## config.mk

```make
export PLATFORM = sky130hd
export DESIGN_NAME = sram_arbiter
export DESIGN_NICKNAME = d
export VERILOG_FILES = /design/src/rtl/sram_arbiter_pkg.sv /design/src/rtl/sram_arb_pick.sv /design/src/rtl/sram_arbiter.sv
export SDC_FILE = /design/constraint.sdc
export NUM_CORES = 1
export LEC_CHECK = 0
export CAP_MARGIN = 30
export CORE_AREA = 2 2 39 41
export DETAILED_ROUTE_END_ITERATION = 8
export DIE_AREA = 0 0 41 43
export DONT_BUFFER_PORTS = 1
export HOLD_SLACK_MARGIN = 0.1
export PLACE_DENSITY = 0.68
export SYNTH_ARGS = -nofsm -noshare
export SYNTH_HDL_FRONTEND = slang
export SYNTH_SLANG_ARGS = --single-unit
```

## constraint.sdc

```tcl
create_clock -name clk -period 2 [get_ports clk]
set_input_delay 0.5 -clock clk [delete_from_list [all_inputs] [get_ports clk]]
set_output_delay 0.5 -clock clk [all_outputs]
set_load 0.05 [all_outputs]
```

## src/rtl/sram_arbiter_pkg.sv

```systemverilog
// Shared types and constants for the two-port SRAM arbiter.
package sram_arbiter_pkg;

   localparam int unsigned WORD_SIZE = 8;
   localparam int unsigned ADDR_SIZE = 8;

   localparam logic PORT0 = 1'b0;
   localparam logic PORT1 = 1'b1;

   typedef enum logic [1:0] {
      S_IDLE = 2'd0,
      S_OWN0 = 2'd1,
      S_OWN1 = 2'd2
   } state_t;

endpackage

```

## src/rtl/sram_arb_pick.sv

```systemverilog
// Combinational round-robin selector: decides who owns the SRAM after the next edge.
module sram_arb_pick
   import sram_arbiter_pkg::*;
(
   input  logic   req_0,
   input  logic   req_1,
   input  logic   prio,
   input  state_t owner,
   input  logic   rel,
   input  logic   regrant,
   output state_t next_owner
);

   always_comb begin
      next_owner = owner;
      case (owner)
         S_IDLE: begin
            if (req_0 && req_1) begin
               next_owner = (prio == PORT1) ? S_OWN1 : S_OWN0;
            end else if (req_0) begin
               next_owner = S_OWN0;
            end else if (req_1) begin
               next_owner = S_OWN1;
            end else begin
               next_owner = S_IDLE;
            end
         end
         S_OWN0: begin
            if (rel) begin
               if (req_1) begin
                  next_owner = S_OWN1;
               end else if (regrant) begin
                  next_owner = S_OWN0;
               end else begin
                  next_owner = S_IDLE;
               end
            end
         end
         S_OWN1: begin
            if (rel) begin
               if (req_0) begin
                  next_owner = S_OWN0;
               end else if (regrant) begin
                  next_owner = S_OWN1;
               end else begin
                  next_owner = S_IDLE;
               end
            end
         end
         default: next_owner = S_IDLE;
      endcase
   end

endmodule

```

## src/rtl/sram_arbiter.sv

```systemverilog
// Round-robin arbiter sharing one single-port SRAM between a CPU port and a DMA port.
module sram_arbiter
   import sram_arbiter_pkg::*;
#(
   parameter int unsigned word_size = WORD_SIZE,
   parameter int unsigned addr_size = ADDR_SIZE,
   parameter int unsigned max_burst = 4
) (
   input  logic                 clk,
   input  logic                 rst,
   input  logic                 req_0,
   input  logic [addr_size-1:0] addr_0,
   input  logic [word_size-1:0] wdata_0,
   input  logic                 write_0,
   input  logic                 last_0,
   output logic                 gnt_0,
   output logic [word_size-1:0] rdata_0,
   input  logic                 req_1,
   input  logic [addr_size-1:0] addr_1,
   input  logic [word_size-1:0] wdata_1,
   input  logic                 write_1,
   input  logic                 last_1,
   output logic                 gnt_1,
   output logic [word_size-1:0] rdata_1,
   output logic [addr_size-1:0] mem_address,
   output logic [word_size-1:0] mem_data_in,
   output logic                 mem_write,
   input  logic [word_size-1:0] mem_data_out,
   output logic                 busy
);

   localparam int unsigned BEAT_W = (max_burst > 1) ? $clog2(max_burst) : 1;

   state_t            state_q, state_d;
   logic              prio_q, prio_d;
   logic [BEAT_W-1:0] beat_q, beat_d;

   logic acc_0, acc_1;
   logic beat_last;
   logic own_req, own_last;
   logic rel, regrant;

   assign gnt_0 = (state_q == S_OWN0);
   assign gnt_1 = (state_q == S_OWN1);
   assign busy  = gnt_0 | gnt_1;
   assign acc_0 = gnt_0 & req_0;
   assign acc_1 = gnt_1 & req_1;

   assign beat_last = (beat_q == BEAT_W'(max_burst - 1));
   assign own_req   = (gnt_0 & req_0) | (gnt_1 & req_1);
   assign own_last  = (gnt_0 & last_0) | (gnt_1 & last_1);
   // Dropping req, a final beat, or exhausting the burst all release the grant.
   assign rel       = busy & (~own_req | own_last | beat_last);
   assign regrant   = own_req & ~own_last;

   sram_arb_pick u_pick (
      .req_0      (req_0),
      .req_1      (req_1),
      .prio       (prio_q),
      .owner      (state_q),
      .rel        (rel),
      .regrant    (regrant),
      .next_owner (state_d)
   );

   always_comb begin
      prio_d = prio_q;
      if (rel) begin
         prio_d = gnt_0 ? PORT1 : PORT0;
      end
      beat_d = '0;
      if (busy && !rel) begin
         beat_d = beat_q + 1'b1;
      end
   end

   always_ff @(posedge clk or negedge rst) begin
      if (!rst) begin
         state_q <= S_IDLE;
         prio_q  <= PORT0;
         beat_q  <= '0;
      end else begin
         state_q <= state_d;
         prio_q  <= prio_d;
         beat_q  <= beat_d;
      end
   end

   always_comb begin
      mem_address = '0;
      mem_data_in = '0;
      mem_write   = 1'b0;
      if (acc_0) begin
         mem_address = addr_0;
         mem_data_in = wdata_0;
         mem_write   = write_0;
      end else if (acc_1) begin
         mem_address = addr_1;
         mem_data_in = wdata_1;
         mem_write   = write_1;
      end
   end

   assign rdata_0 = acc_0 ? mem_data_out : '0;
   assign rdata_1 = acc_1 ? mem_data_out : '0;

endmodule

```

==> impl_metrics.toml <==
[run_status]
status = "finished with violations"
violations = "negative setup slack"

[sta]
fin_ws_ns = -0.1260
min_period_ns = 2.126
final_max_slew_viol_count = 0
finalHoldViolations = 0
post-route-period-util_pct = 106.3
slew_headroom_pct = 78.61
report.final.setup_viol = 17
worst_pin_slew_ns = 0.3167
fin_worst_skew_ns = 0.002027
rsz0062_at_grt = "yes"
timing.fmax_mhz = 470.4

[yosys]
synth.distinct_cells = 23
yosysWarnings = 0
synth_area_per_cell_um2 = 8.048
netlist_area_um2 = 651.9
synthCells = 81
ys_ff_latch = 5
ys_seq_area_share_pct = 19.19
syn-num-nets = 134

[finish]
final_common_cell = "buf_4"
antenna_cells = 0
synthToLayoutAreaGrowth_pct = 74.09
instances_no_fill = 122
layout_common_cells = "buf_4, a22o_4, and3_2, and3_1"
final_area_um2 = 1135
final_net_count = 160
fill_cells = 77
drive_gt1_share_pct = 62.26

[detailed_routing]
dr.pass1.iters = 4
antenna_left = 0
drc = 0
wirelength_um = 2536
viasPerCell = 6.287
wl_per_cell_um = 20.79
first_iter_violations = 16
num_vias = 767

[floorplan]
die_h_um = 43
start_util_pct = 47.11
rows = 14
die_w_um = 41
coreArea_um2 = 1384
die_area_um2 = 1763
ios = 84

[setup_path]
cp_top_family = "flip-flops"
endpoint_kind = "primary output"
worst-path-buf-inv = 1
critical-path-slowest-cell = "dfrtp_2"
worstSetupStartpointType = "flop"
required_ns = 1.50
cp.arrival_ns = 1.63
critical-path-max-stage-delay_ns = 0.44
cp_cell_sequence = "ha_4 -> and2_4 -> nor2_4 -> clkbuf_16 -> a22o_4"
crit_fanout = 5
worstSetupPathType = "reg -> out"

[global_routing]
antenna_found_initial = 0
grt_usage_pct = 26.69
grt_pass1_wl_um = 3194
grt_pass1_vias = 661
grt-ovfl-total = 0
grt_start_max_net_pins = 18

[placement]
place_inst = 105
place_ws_ns = 0.05759
gp_congestion = 0.8081
port_buffers = 0
placed_area_um2 = 904.6
hpwlAfterDp_um = 1547

[power]
total_power_uw = 1589
leakage_uw = 0.0006094
peakVddDrop_uv = 920.0
powerDensity_nw_per_um2 = 1400

[clocking]
cts_buffers = 3
clkTransAtPathRegs_ns = 0.04
htreeDepth = 1
cts_sinks = 5
clock_path_buffers = 2
cts_tree = "done"
clock_latency_ns = 0.24
cts_root_buf = "clkbuf_4"

[min_path]
hp-class = "in -> reg"

[run]
cap_viol_max_count = 0
[through the flow]
stage                     setup TNS [ns]  hold slack (ns)  utilization (%)
after global placement                 0           0.2045            65.37
after global routing              -2.392           0.4315            82.01
after floorplan                 -0.09731           0.2044                -
after CTS                        -0.9718           0.4199            77.40
after detailed placement               0           0.2045            65.37
final                             -1.561           0.4277            82.01
[metal layers]
| metal | vias to the layer above | part of all wire (%) | GRT usage [%] |
|---|---|---|---|
| met5 | - | 0 | 0 |
| met4 | 0 | 1.9 | 13.33 |
| met3 | 6 | 10 | 8.377 |
| met2 | 41 | 53 | 41.56 |
| met1 | 363 | 35 | 31.25 |
| li1 | 357 | - | - |
[synth_stat cells]
master	count	area, µm²
a22o_1	17	148.9
clkbuf_1	4	15.01
inv_1	4	15.01
buf_2	1	5.000
buf_4	1	7.510
nor2_1	3	11.26
nand2b_1	3	18.77
dfrtp_1	5	125.1
nand2_1	4	15.01
o21ai_0	3	15.01
ha_1	5	62.56
a211o_1	2	17.52
a21oi_4	1	16.27
nor2b_1	1	6.260
o31ai_1	1	7.510
and3_1	17	106.4
o41ai_1	1	8.760
a21oi_1	3	15.01
and2_1	1	6.260
buf_1	1	3.750
o21bai_1	1	7.510
mux2_1	1	11.26
nor2_2	1	6.260
[sequential cells by signal, indices dropped and copies added, names as in the netlist]
signal   cells
beat_q       2
prio_q       1
state_q      2
[cell type report]
type                    count  area (µm²)  area share (%)
flip-flops and latches      5       127.6           11.25
well taps                  16       20.02           1.764
inverters                   4       15.01           1.323
repair buffers             28       261.5           23.04
multi-input cells          65       684.4           60.31
clock buffers               4       26.28           2.315
[cell families after synthesis]
family	synth area share (%)
buffers and inverters	7.100
DFF	19.19
adders and majority gates	9.597
muxes	1.727
and+or+nand+nor	26.10
AOI/OAI and AO/OA	36.28
[final timing paths]
kind / to / startpoint / slack, ns / cells past startpoint
max: mem_data_in[6] / state_q[0] / -0.13 / 5
min: state_q[0] / req_0 / 0.43 / 2
max reg2reg: prio_q / state_q[1] / 0.08 / 9
min reg2reg: beat_q[0] / beat_q[0] / 0.43 / 1
max in group asynchronous: state_q[1] / rst / 1.24 / 1
min in group asynchronous: beat_q[0] / rst / 0.55 / 1
[what timing repair did]
action                     4_1_cts  5_1_grt
hold buffers                     1        0
setup endpoints to repair       29       25
hold endpoints to repair         5        0
buffers inserted                 9        2
gates resized for setup         12        6
gates cloned                     0        1
pin swaps                        3        7
[power breakdown]
group	internal (µW)	total [µW]	leakage [µW]	switching [µW]
clock network	75.3	115	0.0000150	39.9
registers	132	161	0.0000641	29.5
logic	486	1310	0.000530	827
total	693	1590	0.000609	896
(Power assumes the default switching activity.)
